$ cat config.mk
export PLATFORM = sky130hd
export DESIGN_NAME = alu_op_sequencer
export DESIGN_NICKNAME = d
export VERILOG_FILES = /design/src/rtl/alu_op_sequencer.sv
export SDC_FILE = /design/constraint.sdc
export NUM_CORES = 1
export LEC_CHECK = 0
export BUFFER_PORTS_ARGS = -buffer_cell sky130_fd_sc_hd__clkbuf_2
export CAP_MARGIN = 20
export CORE_UTILIZATION = 50
export CTS_BUF_LIST = sky130_fd_sc_hd__clkbuf_8
export DETAILED_ROUTE_END_ITERATION = 10
export HOLD_SLACK_MARGIN = 0.15
export PLACE_DENSITY = 0.81
export RECOVER_POWER = 50
export SETUP_SLACK_MARGIN = 0.5
export SYNTH_ARGS = -nofsm -noshare
export SYNTH_HDL_FRONTEND = slang
export SYNTH_SLANG_ARGS = --single-unit
$ cat constraint.sdc
create_clock -name clk -period 3.45 [get_ports clk]
set_input_delay 0 -clock clk [delete_from_list [all_inputs] [get_ports clk]]
set_output_delay 0 -clock clk [all_outputs]
set_load 0.005 [all_outputs]
$ cat src/rtl/alu_op_sequencer.sv
// rtl/alu_op_sequencer.sv - 6502/2A03 ALU initiator: one op in flight, registered result and N/V/Z/C flags
// Optional DECIMAL_MODE_EN adds the ADJ_LO/ADJ_HI BCD correction passes for ADC/SBC.
module alu_op_sequencer #(
  parameter int W     = 8,
  parameter int OPC_W = 4
) (
  input  logic             clk,
  input  logic             rst,
  input  logic             op_valid,
  output logic             op_ready,
  input  logic [OPC_W-1:0] op_code,
  input  logic [W-1:0]     op_a,
  input  logic [W-1:0]     op_b,
  input  logic             op_c,
  input  logic             op_v,
  input  logic             op_d,
  output logic             res_valid,
  input  logic             res_ready,
  output logic [W-1:0]     res_data,
  output logic             res_n,
  output logic             res_v,
  output logic             res_z,
  output logic             res_c,
  output logic             alu_sum_en,
  output logic             alu_and_en,
  output logic             alu_eor_en,
  output logic             alu_or_en,
  output logic             alu_sr_en,
  output logic             alu_inv_en,
  output logic [W-1:0]     alu_a,
  output logic [W-1:0]     alu_b,
  output logic             alu_cin,
  input  logic [W-1:0]     alu_res,
  input  logic             alu_cout,
  input  logic             alu_ovf
);

  localparam logic [OPC_W-1:0] OP_ADC = 4'd0,  OP_SBC = 4'd1,  OP_AND = 4'd2,  OP_ORA = 4'd3;
  localparam logic [OPC_W-1:0] OP_EOR = 4'd4,  OP_LSR = 4'd5,  OP_ROR = 4'd6,  OP_ASL = 4'd7;
  localparam logic [OPC_W-1:0] OP_ROL = 4'd8,  OP_CMP = 4'd9,  OP_INC = 4'd10, OP_DEC = 4'd11;

`ifdef DECIMAL_MODE_EN
  typedef enum logic [2:0] {S_IDLE, S_ISSUE, S_ADJ_LO, S_ADJ_HI, S_DONE} state_t;
`else
  typedef enum logic [2:0] {S_IDLE, S_ISSUE, S_DONE} state_t;
`endif

  state_t           state_q, state_d;
  logic             op_ready_q, op_ready_d, res_valid_q, res_valid_d;
  logic [W-1:0]     res_data_q, res_data_d;
  logic             res_n_q, res_n_d, res_v_q, res_v_d, res_z_q, res_z_d, res_c_q, res_c_d;
  logic [OPC_W-1:0] opc_q, opc_d;
  logic [W-1:0]     a_q, a_d;
  logic             c_q, c_d, v_q, v_d;
  logic             alu_sum_en_q, alu_sum_en_d, alu_and_en_q, alu_and_en_d;
  logic             alu_eor_en_q, alu_eor_en_d, alu_or_en_q, alu_or_en_d;
  logic             alu_sr_en_q, alu_sr_en_d, alu_inv_en_q, alu_inv_en_d;
  logic [W-1:0]     alu_a_q, alu_a_d, alu_b_q, alu_b_d;
  logic             alu_cin_q, alu_cin_d;
  logic             iss_sum, iss_and, iss_eor, iss_or, iss_sr, iss_inv, iss_cin;
  logic [W-1:0]     iss_a, iss_b, cap_res;
  logic             known_op, take_cout, take_ovf;
`ifdef DECIMAL_MODE_EN
  logic [W-1:0]     b_q, b_d, b_eff;
  logic             dec_q, dec_d, hc, is_adc;
`else
  logic             unused_op_d;
  assign unused_op_d = op_d;
`endif

  // ALU drive pattern for the incoming request, applied the cycle it is accepted
  always_comb begin
    iss_sum = 1'b0; iss_and = 1'b0; iss_eor = 1'b0; iss_or = 1'b0;
    iss_sr  = 1'b0; iss_inv = 1'b0; iss_cin = 1'b0;
    iss_a   = op_a; iss_b = '0;
    case (op_code)
      OP_ADC: begin iss_sum = 1'b1; iss_b = op_b; iss_cin = op_c; end
      OP_SBC: begin iss_sum = 1'b1; iss_inv = 1'b1; iss_b = op_b; iss_cin = op_c; end
      OP_AND: begin iss_and = 1'b1; iss_b = op_b; end
      OP_ORA: begin iss_or  = 1'b1; iss_b = op_b; end
      OP_EOR: begin iss_eor = 1'b1; iss_b = op_b; end
      OP_LSR: begin iss_sr  = 1'b1; end
      OP_ROR: begin iss_sr  = 1'b1; iss_cin = op_c; end
      OP_ASL: begin iss_sum = 1'b1; iss_b = op_a; end
      OP_ROL: begin iss_sum = 1'b1; iss_b = op_a; iss_cin = op_c; end
      OP_CMP: begin iss_sum = 1'b1; iss_inv = 1'b1; iss_b = op_b; iss_cin = 1'b1; end
      OP_INC: begin iss_sum = 1'b1; iss_cin = 1'b1; end
      OP_DEC: begin iss_sum = 1'b1; iss_b = '1; end
      default: iss_a = '0;
    endcase
  end

  // Next-state, latch and registered-output logic for the op sequencer
  always_comb begin
    state_d      = state_q;
    op_ready_d   = op_ready_q;
    res_valid_d  = res_valid_q;
    res_data_d   = res_data_q;
    res_n_d = res_n_q; res_v_d = res_v_q; res_z_d = res_z_q; res_c_d = res_c_q;
    opc_d = opc_q; a_d = a_q; c_d = c_q; v_d = v_q;
    alu_sum_en_d = 1'b0; alu_and_en_d = 1'b0; alu_eor_en_d = 1'b0;
    alu_or_en_d  = 1'b0; alu_sr_en_d  = 1'b0; alu_inv_en_d = 1'b0;
    alu_a_d = '0; alu_b_d = '0; alu_cin_d = 1'b0;
    known_op  = (opc_q <= OP_DEC);
    take_cout = opc_q inside {OP_ADC, OP_SBC, OP_CMP, OP_LSR, OP_ROR, OP_ASL, OP_ROL};
    take_ovf  = opc_q inside {OP_ADC, OP_SBC};
    cap_res   = known_op ? alu_res : a_q;
`ifdef DECIMAL_MODE_EN
    b_d    = b_q;
    dec_d  = dec_q;
    is_adc = (opc_q == OP_ADC);
    b_eff  = (opc_q == OP_SBC) ? ~b_q : b_q;
    hc     = a_q[4] ^ b_eff[4] ^ alu_res[4];
`endif
    case (state_q)
      S_IDLE: begin
        if (op_valid) begin
          opc_d = op_code; a_d = op_a; c_d = op_c; v_d = op_v;
`ifdef DECIMAL_MODE_EN
          b_d   = op_b;
          dec_d = op_d && (op_code == OP_ADC || op_code == OP_SBC);
`endif
          alu_sum_en_d = iss_sum; alu_and_en_d = iss_and; alu_eor_en_d = iss_eor;
          alu_or_en_d  = iss_or;  alu_sr_en_d  = iss_sr;  alu_inv_en_d = iss_inv;
          alu_a_d = iss_a; alu_b_d = iss_b; alu_cin_d = iss_cin;
          op_ready_d = 1'b0;
          state_d    = S_ISSUE;
        end
      end
      S_ISSUE: begin
        res_data_d = cap_res;
        res_n_d    = cap_res[W-1];
        res_z_d    = (cap_res == '0);
        res_c_d    = take_cout ? alu_cout : c_q;
        res_v_d    = take_ovf ? alu_ovf : v_q;
        state_d    = S_DONE;
        res_valid_d = 1'b1;
`ifdef DECIMAL_MODE_EN
        if (dec_q) begin
          res_valid_d  = 1'b0;
          state_d      = S_ADJ_LO;
          alu_sum_en_d = 1'b1;
          alu_a_d      = alu_res;
          if (is_adc) alu_b_d = (hc || alu_res[3:0] > 4'd9) ? 8'h06 : 8'h00;
          else        alu_b_d = hc ? 8'h00 : 8'hFA;
        end
`endif
      end
`ifdef DECIMAL_MODE_EN
      S_ADJ_LO: begin
        state_d      = S_ADJ_HI;
        alu_sum_en_d = 1'b1;
        alu_a_d      = alu_res;
        if (is_adc) begin
          alu_b_d = (res_c_q || alu_res > 8'h99) ? 8'h60 : 8'h00;
          res_c_d = res_c_q || (alu_res > 8'h99);
        end else begin
          alu_b_d = res_c_q ? 8'h00 : 8'hA0;
        end
      end
      S_ADJ_HI: begin
        res_data_d  = alu_res;
        res_n_d     = alu_res[W-1];
        res_z_d     = (alu_res == '0);
        res_valid_d = 1'b1;
        state_d     = S_DONE;
      end
`endif
      S_DONE: begin
        if (res_ready) begin
          res_valid_d = 1'b0;
          op_ready_d  = 1'b1;
          state_d     = S_IDLE;
        end
      end
      default: state_d = S_IDLE;
    endcase
  end

  // State and output registers with synchronous reset
  always_ff @(posedge clk) begin
    if (rst) begin
      state_q <= S_IDLE;
      op_ready_q <= 1'b1; res_valid_q <= 1'b0; res_data_q <= '0;
      res_n_q <= 1'b0; res_v_q <= 1'b0; res_z_q <= 1'b0; res_c_q <= 1'b0;
      opc_q <= '0; a_q <= '0; c_q <= 1'b0; v_q <= 1'b0;
      alu_sum_en_q <= 1'b0; alu_and_en_q <= 1'b0; alu_eor_en_q <= 1'b0;
      alu_or_en_q <= 1'b0; alu_sr_en_q <= 1'b0; alu_inv_en_q <= 1'b0;
      alu_a_q <= '0; alu_b_q <= '0; alu_cin_q <= 1'b0;
`ifdef DECIMAL_MODE_EN
      b_q <= '0; dec_q <= 1'b0;
`endif
    end else begin
      state_q <= state_d;
      op_ready_q <= op_ready_d; res_valid_q <= res_valid_d; res_data_q <= res_data_d;
      res_n_q <= res_n_d; res_v_q <= res_v_d; res_z_q <= res_z_d; res_c_q <= res_c_d;
      opc_q <= opc_d; a_q <= a_d; c_q <= c_d; v_q <= v_d;
      alu_sum_en_q <= alu_sum_en_d; alu_and_en_q <= alu_and_en_d; alu_eor_en_q <= alu_eor_en_d;
      alu_or_en_q <= alu_or_en_d; alu_sr_en_q <= alu_sr_en_d; alu_inv_en_q <= alu_inv_en_d;
      alu_a_q <= alu_a_d; alu_b_q <= alu_b_d; alu_cin_q <= alu_cin_d;
`ifdef DECIMAL_MODE_EN
      b_q <= b_d; dec_q <= dec_d;
`endif
    end
  end

  assign op_ready   = op_ready_q;
  assign res_valid  = res_valid_q;
  assign res_data   = res_data_q;
  assign res_n = res_n_q;
  assign res_v = res_v_q;
  assign res_z = res_z_q;
  assign res_c = res_c_q;
  assign alu_sum_en = alu_sum_en_q;
  assign alu_and_en = alu_and_en_q;
  assign alu_eor_en = alu_eor_en_q;
  assign alu_or_en  = alu_or_en_q;
  assign alu_sr_en  = alu_sr_en_q;
  assign alu_inv_en = alu_inv_en_q;
  assign alu_a      = alu_a_q;
  assign alu_b      = alu_b_q;
  assign alu_cin    = alu_cin_q;

endmodule

======== Word level (Yosys, flattened, before mapping) ========
Index checks and enable logic that the tools add are counted.
operators by class
  order comparisons ....................... 1
  eq/ne operators ......................... 21
  muxes and demuxes ....................... 19
  bitwise operators ....................... 3
  reductions and logical operators ........ 22
operators by type and width
  cell                  count
  $eq A4 B3 Y1 const B  7
  $eq A4 B4 Y1 const B  6
  $pmux W8 S3           1
  $reduce_or A12 Y1     1
  $mux W1               11
  $pmux W3 S3           1
  $eq A4 B1 Y1 const B  2
  $eq A4 B2 Y1 const B  2
  $logic_not A4 Y1      2
  $logic_not A8 Y1      1
  $mux W8               1
  $reduce_or A2 Y1      4
  $reduce_or A4 Y1      2
  $reduce_bool A7 Y1    1
  $reduce_or A7 Y1      1
  $mux W3               2
  $pmux W1 S2           3
  $reduce_and A2 Y1     3
  $reduce_bool A2 Y1    3
  $reduce_or A6 Y1      1
  $le A4 B4 Y1 const B  1
  $ne A2 B2 Y1 const B  2
  $eq A3 B1 Y1 const B  1
  $eq A3 B2 Y1 const B  1
  other kinds (4)       6
storage, ports and cells
  flip-flop bits (word level) ............. 54
  input port bits ......................... 37
  output and inout bits ................... 37
  word-level logic and storage cells ...... 87

======== Longest topological paths before layout ========
  depth after elaboration ................. 4
  mapped depth ............................ 5
  gate-level depth less buffers ........... 5

======== Least setup slack after synthesis ========
Ideal clock, no wire load.
  path kind ............................... reg2reg
  start point ............................. register state_q[1]
  end point ............................... register opc_q[2]
  setup time .............................. 0.132 ns
  data arrival time ....................... 1.228 ns
  required time ........................... 3.318 ns
  path slack .............................. 2.089 ns
  cell stages (with the launch flop) ...... 6
  buffers on the path ..................... 2
  clock period less this slack ............ 1.361 ns
  cells stage by stage .................... dfxtp_1 > or3b_2 > clkbuf_1 > buf_2 > nand2_1 > a21oi_1
on the way
  cells in the longest elaborated chain, start to end .. 2
RTL lines
  element                             RTL line  text
  from (decl)                         48        state_t state_q, state_d;
  from (signal assigned)              194       state_q <= state_d;
  $logic_not A3 Y1                    115       case (state_q)
  $reduce_and A2 Y1 (no source line)  --
  to (signal assigned)                186       opc_q <= '0; a_q <= '0; c_q <= 1'b0; v_q <= 1'b0;
  to (signal assigned)                197       opc_q <= opc_d; a_q <= a_d; c_q <= c_d; v_q <= v_d;
  to (decl)                           52        logic [OPC_W-1:0] opc_q, opc_d;
No other way between the ends.
A chain may end at the register's enable or synchronous reset.

======== Worst setup path after layout ========
  start point ............................. register state_q[1]
  end point ............................... register alu_b_q[1] (netlist: alu_b[1])
on the way
  cells in the longest elaborated chain, start to end .. 3
RTL lines
  element                            RTL line  text
  $logic_not A3 Y1                   115
  $not A1 Y1 (no source line)        --
  $reduce_or A3 Y1 (no source line)  --
  to (signal assigned)               200       alu_a_q <= alu_a_d; alu_b_q <= alu_b_d; alu_cin_q <= alu_cin_d;
  to (decl)                          58        logic [W-1:0] alu_a_q, alu_a_d, alu_b_q, alu_b_d;
No other way between the ends.

==> results.tsv <==
metric	value	unit
postcts setup bufs	0	
PortBufs	72	
Pleak	1.24	nW
R2R Path Start	state_q[1]	
RSZ-0062 raised after global routing	false	
vias	1991	
worst hold path depth	2	
Layout area overhead	43.3	%
fin util	0.762	
initial antenna violation count	0	
Critical R2R Capture	alu_b[1]	
number of max-cap violations	0	
DRC Markers	0	
fin crit share	0.695	
final setup TNS	0	ps
CP Launch Type	register	
share of layout cells above drive strength 1	0.220	
DP Worst Slack	1700	ps
Clock Pin Slew Worst Setup and Hold Paths	90	ps
Post-Syn Nets	257	
WL final	5140	µm
Yosys cell types	36	
Async SR Flop Fraction	0	
worst hold path type	input pin to register	
GRT Residual Overflow	0	
Total GRT Usage	0.256	
DRT Pass-1 Iters	4	
Die H	64.9	µm
WP data arrival	2650	ps
Post-synth top cells	dfxtp_1, nand2_1, nor2_1	
clk_skew	3.57	ps
Syn Std Cell Area	1980	µm²
Hold Fails Final Rpt	0	
CTS Root Buffer Type	clkbuf_8	
H-tree depth	2	
area leader, netlist	dfxtp_1	
die area	4210	µm²
Via density	5.30	
n_diodes	0	
# clock sinks	52	
WL/cell	13.7	µm
Die W	64.9	µm
Core Region	3720	µm²
CTS tree	done	
Rows	22	
Synth Area per Inst	8.99	µm²
hold_sp	rst	
status	finished clean	
initial core utilization	0.532	
met3 WL post-DR	257	µm
Post-synth EDFFs	0	
final hold slack	238	ps
Synth area leaders	dfxtp_1, nand2_1, a21oi_1, a311oi_1, a221o_1	
Yosys reg bits	52	
Worst-Skew Late Latency	310	ps
sequential fraction of the synthesis area	0.527	
ANT nets after route	0	
CTS Buffer Depth	2	
top-area cell type share of the netlist area	0.527	
Max Slew Vio Count	0	
CP Capture Type	register	
Cells after Synth	220	
reg2reg path depth	5	
Top Metal Used	met4	
nets	364	
Fmax	0.417	GHz
register-to-register setup slack	1050	ps
DR iter-0 viols	158	
Crit path required time	3710	ps
first-pass GRT wire length	8190	µm
Design Power	0.00119	W
Pwr Density	421	nW/µm²
kind of critical path	register to register	
Final Setup Violations	0	
Top FF cell, synth	dfxtp_1	
met2 WL	2570	µm
WHS Endpoint	state_q[1]	
warnings from Yosys	0	
Peak VDD IR	260	µV
number of global-route vias before repair	1798	
most frequent cell after synthesis	dfxtp_1	
GP Congestion	0.778	
worst-path fanout max	15	
Ports	74	
Worst slew margin	0.458	
final worst slack	1050	ps
met1 WL	2200	µm
DP Wirelength	2930	µm
total CTS buffers	5	
largest net degree at the start of global routing	30	
Tmin final	2400	ps
measured slew at the worst slew-check pin	812	ps
layer usage:
layer / GRT usage / vias to the layer above
li1: - / 984
met1: 0.302 / 929
met2: 0.441 / 67
met3: 0.0563 / 11
met4: 0.111 / 0
met5: 0 / -
timing repair:
item	in CTS	in global routing
hold buffers	43	0
hold endpoints to repair	50	0
resized for setup	0	0
placed cells by master, fill, tap and decap left out, drive strengths merged, types with 2 or more instances in the layout:
master / synthesis / routed
nand2b: 2 / 2
mux2i: 2 / 2
nor2: 22 / 22
a311oi: 10 / 10
o21ai: 2 / 2
a21oi: 19 / 19
a221o: 8 / 8
clkbuf: 8 / 78
and2: 8 / 8
dlygate4sd3: 0 / 43
nand3: 10 / 10
a211oi: 2 / 2
nor3b: 2 / 2
nor3: 4 / 4
nand2: 41 / 41
inv: 4 / 6
dfxtp: 52 / 52
nor4: 5 / 5
power breakdown:
group | internal [W] | total, W | switching (W)
Sequential | 0.000633 | 0.000655 | 0.0000229
Combinational | 0.0000922 | 0.000181 | 0.0000889
Clock | 0.000158 | 0.000355 | 0.000197
layout make-up:
class / instances / area, µm²
Clock buffer: 6 / 82.6
Inverter: 4 / 15.0
Sequential cell: 52 / 1040
Multi-Input combinational cell: 149 / 853
Clock inverter: 2 / 7.51
Fill cell: 274 / 883
Tap cell: 48 / 60.1
Timing Repair Buffer: 115 / 773
critical path, cell delays in order (launching register included):
cell and delay [ps]:
dfxtp_1 390, nor3b_4 630, nand2b_4 190, nor2_2 360, a221o_1 230, dlygate4sd3_1 560
how the worst max path moves through the flow:
stage | from | end
floorplan | state_q[1] | opc_q[2]
global placement | state_q[1] | alu_b[1]
detailed placement | state_q[1] | alu_b[2]
CTS | state_q[1] | alu_b[3]
global route | state_q[1] | alu_b[1]
finish | state_q[1] | alu_b[1]
stage by stage:
| step | std cells | cell area (µm²) |
|---|---|---|
| after detailed placement | 325 | 2330 |
| after CTS | 376 | 2850 |
| after global placement | 325 | 2330 |
| final | 376 | 2830 |
| after global routing | 376 | 2830 |
| after floorplan | 220 | 1980 |
state kept, by name, indices dropped and copies added, names as in the netlist, 2 cells and up:
| register | count |
|---|---|
| res_data | 8 |
| state_q | 2 |
| a_q | 8 |
| alu_a | 8 |
| opc_q | 4 |
| alu_b | 8 |
kinds of logic (layout without fill, tap and decap cells):
group	after synthesis	count (layout)	share of synthesized area
mux	2	2	0.0101
compound gates	45	45	0.161
simple gates	101	101	0.256
buf+inv	19	127	0.0418
xor+xnor	1	1	0.00443
flops	52	52	0.527
Power figures use the tool's default switching activity.
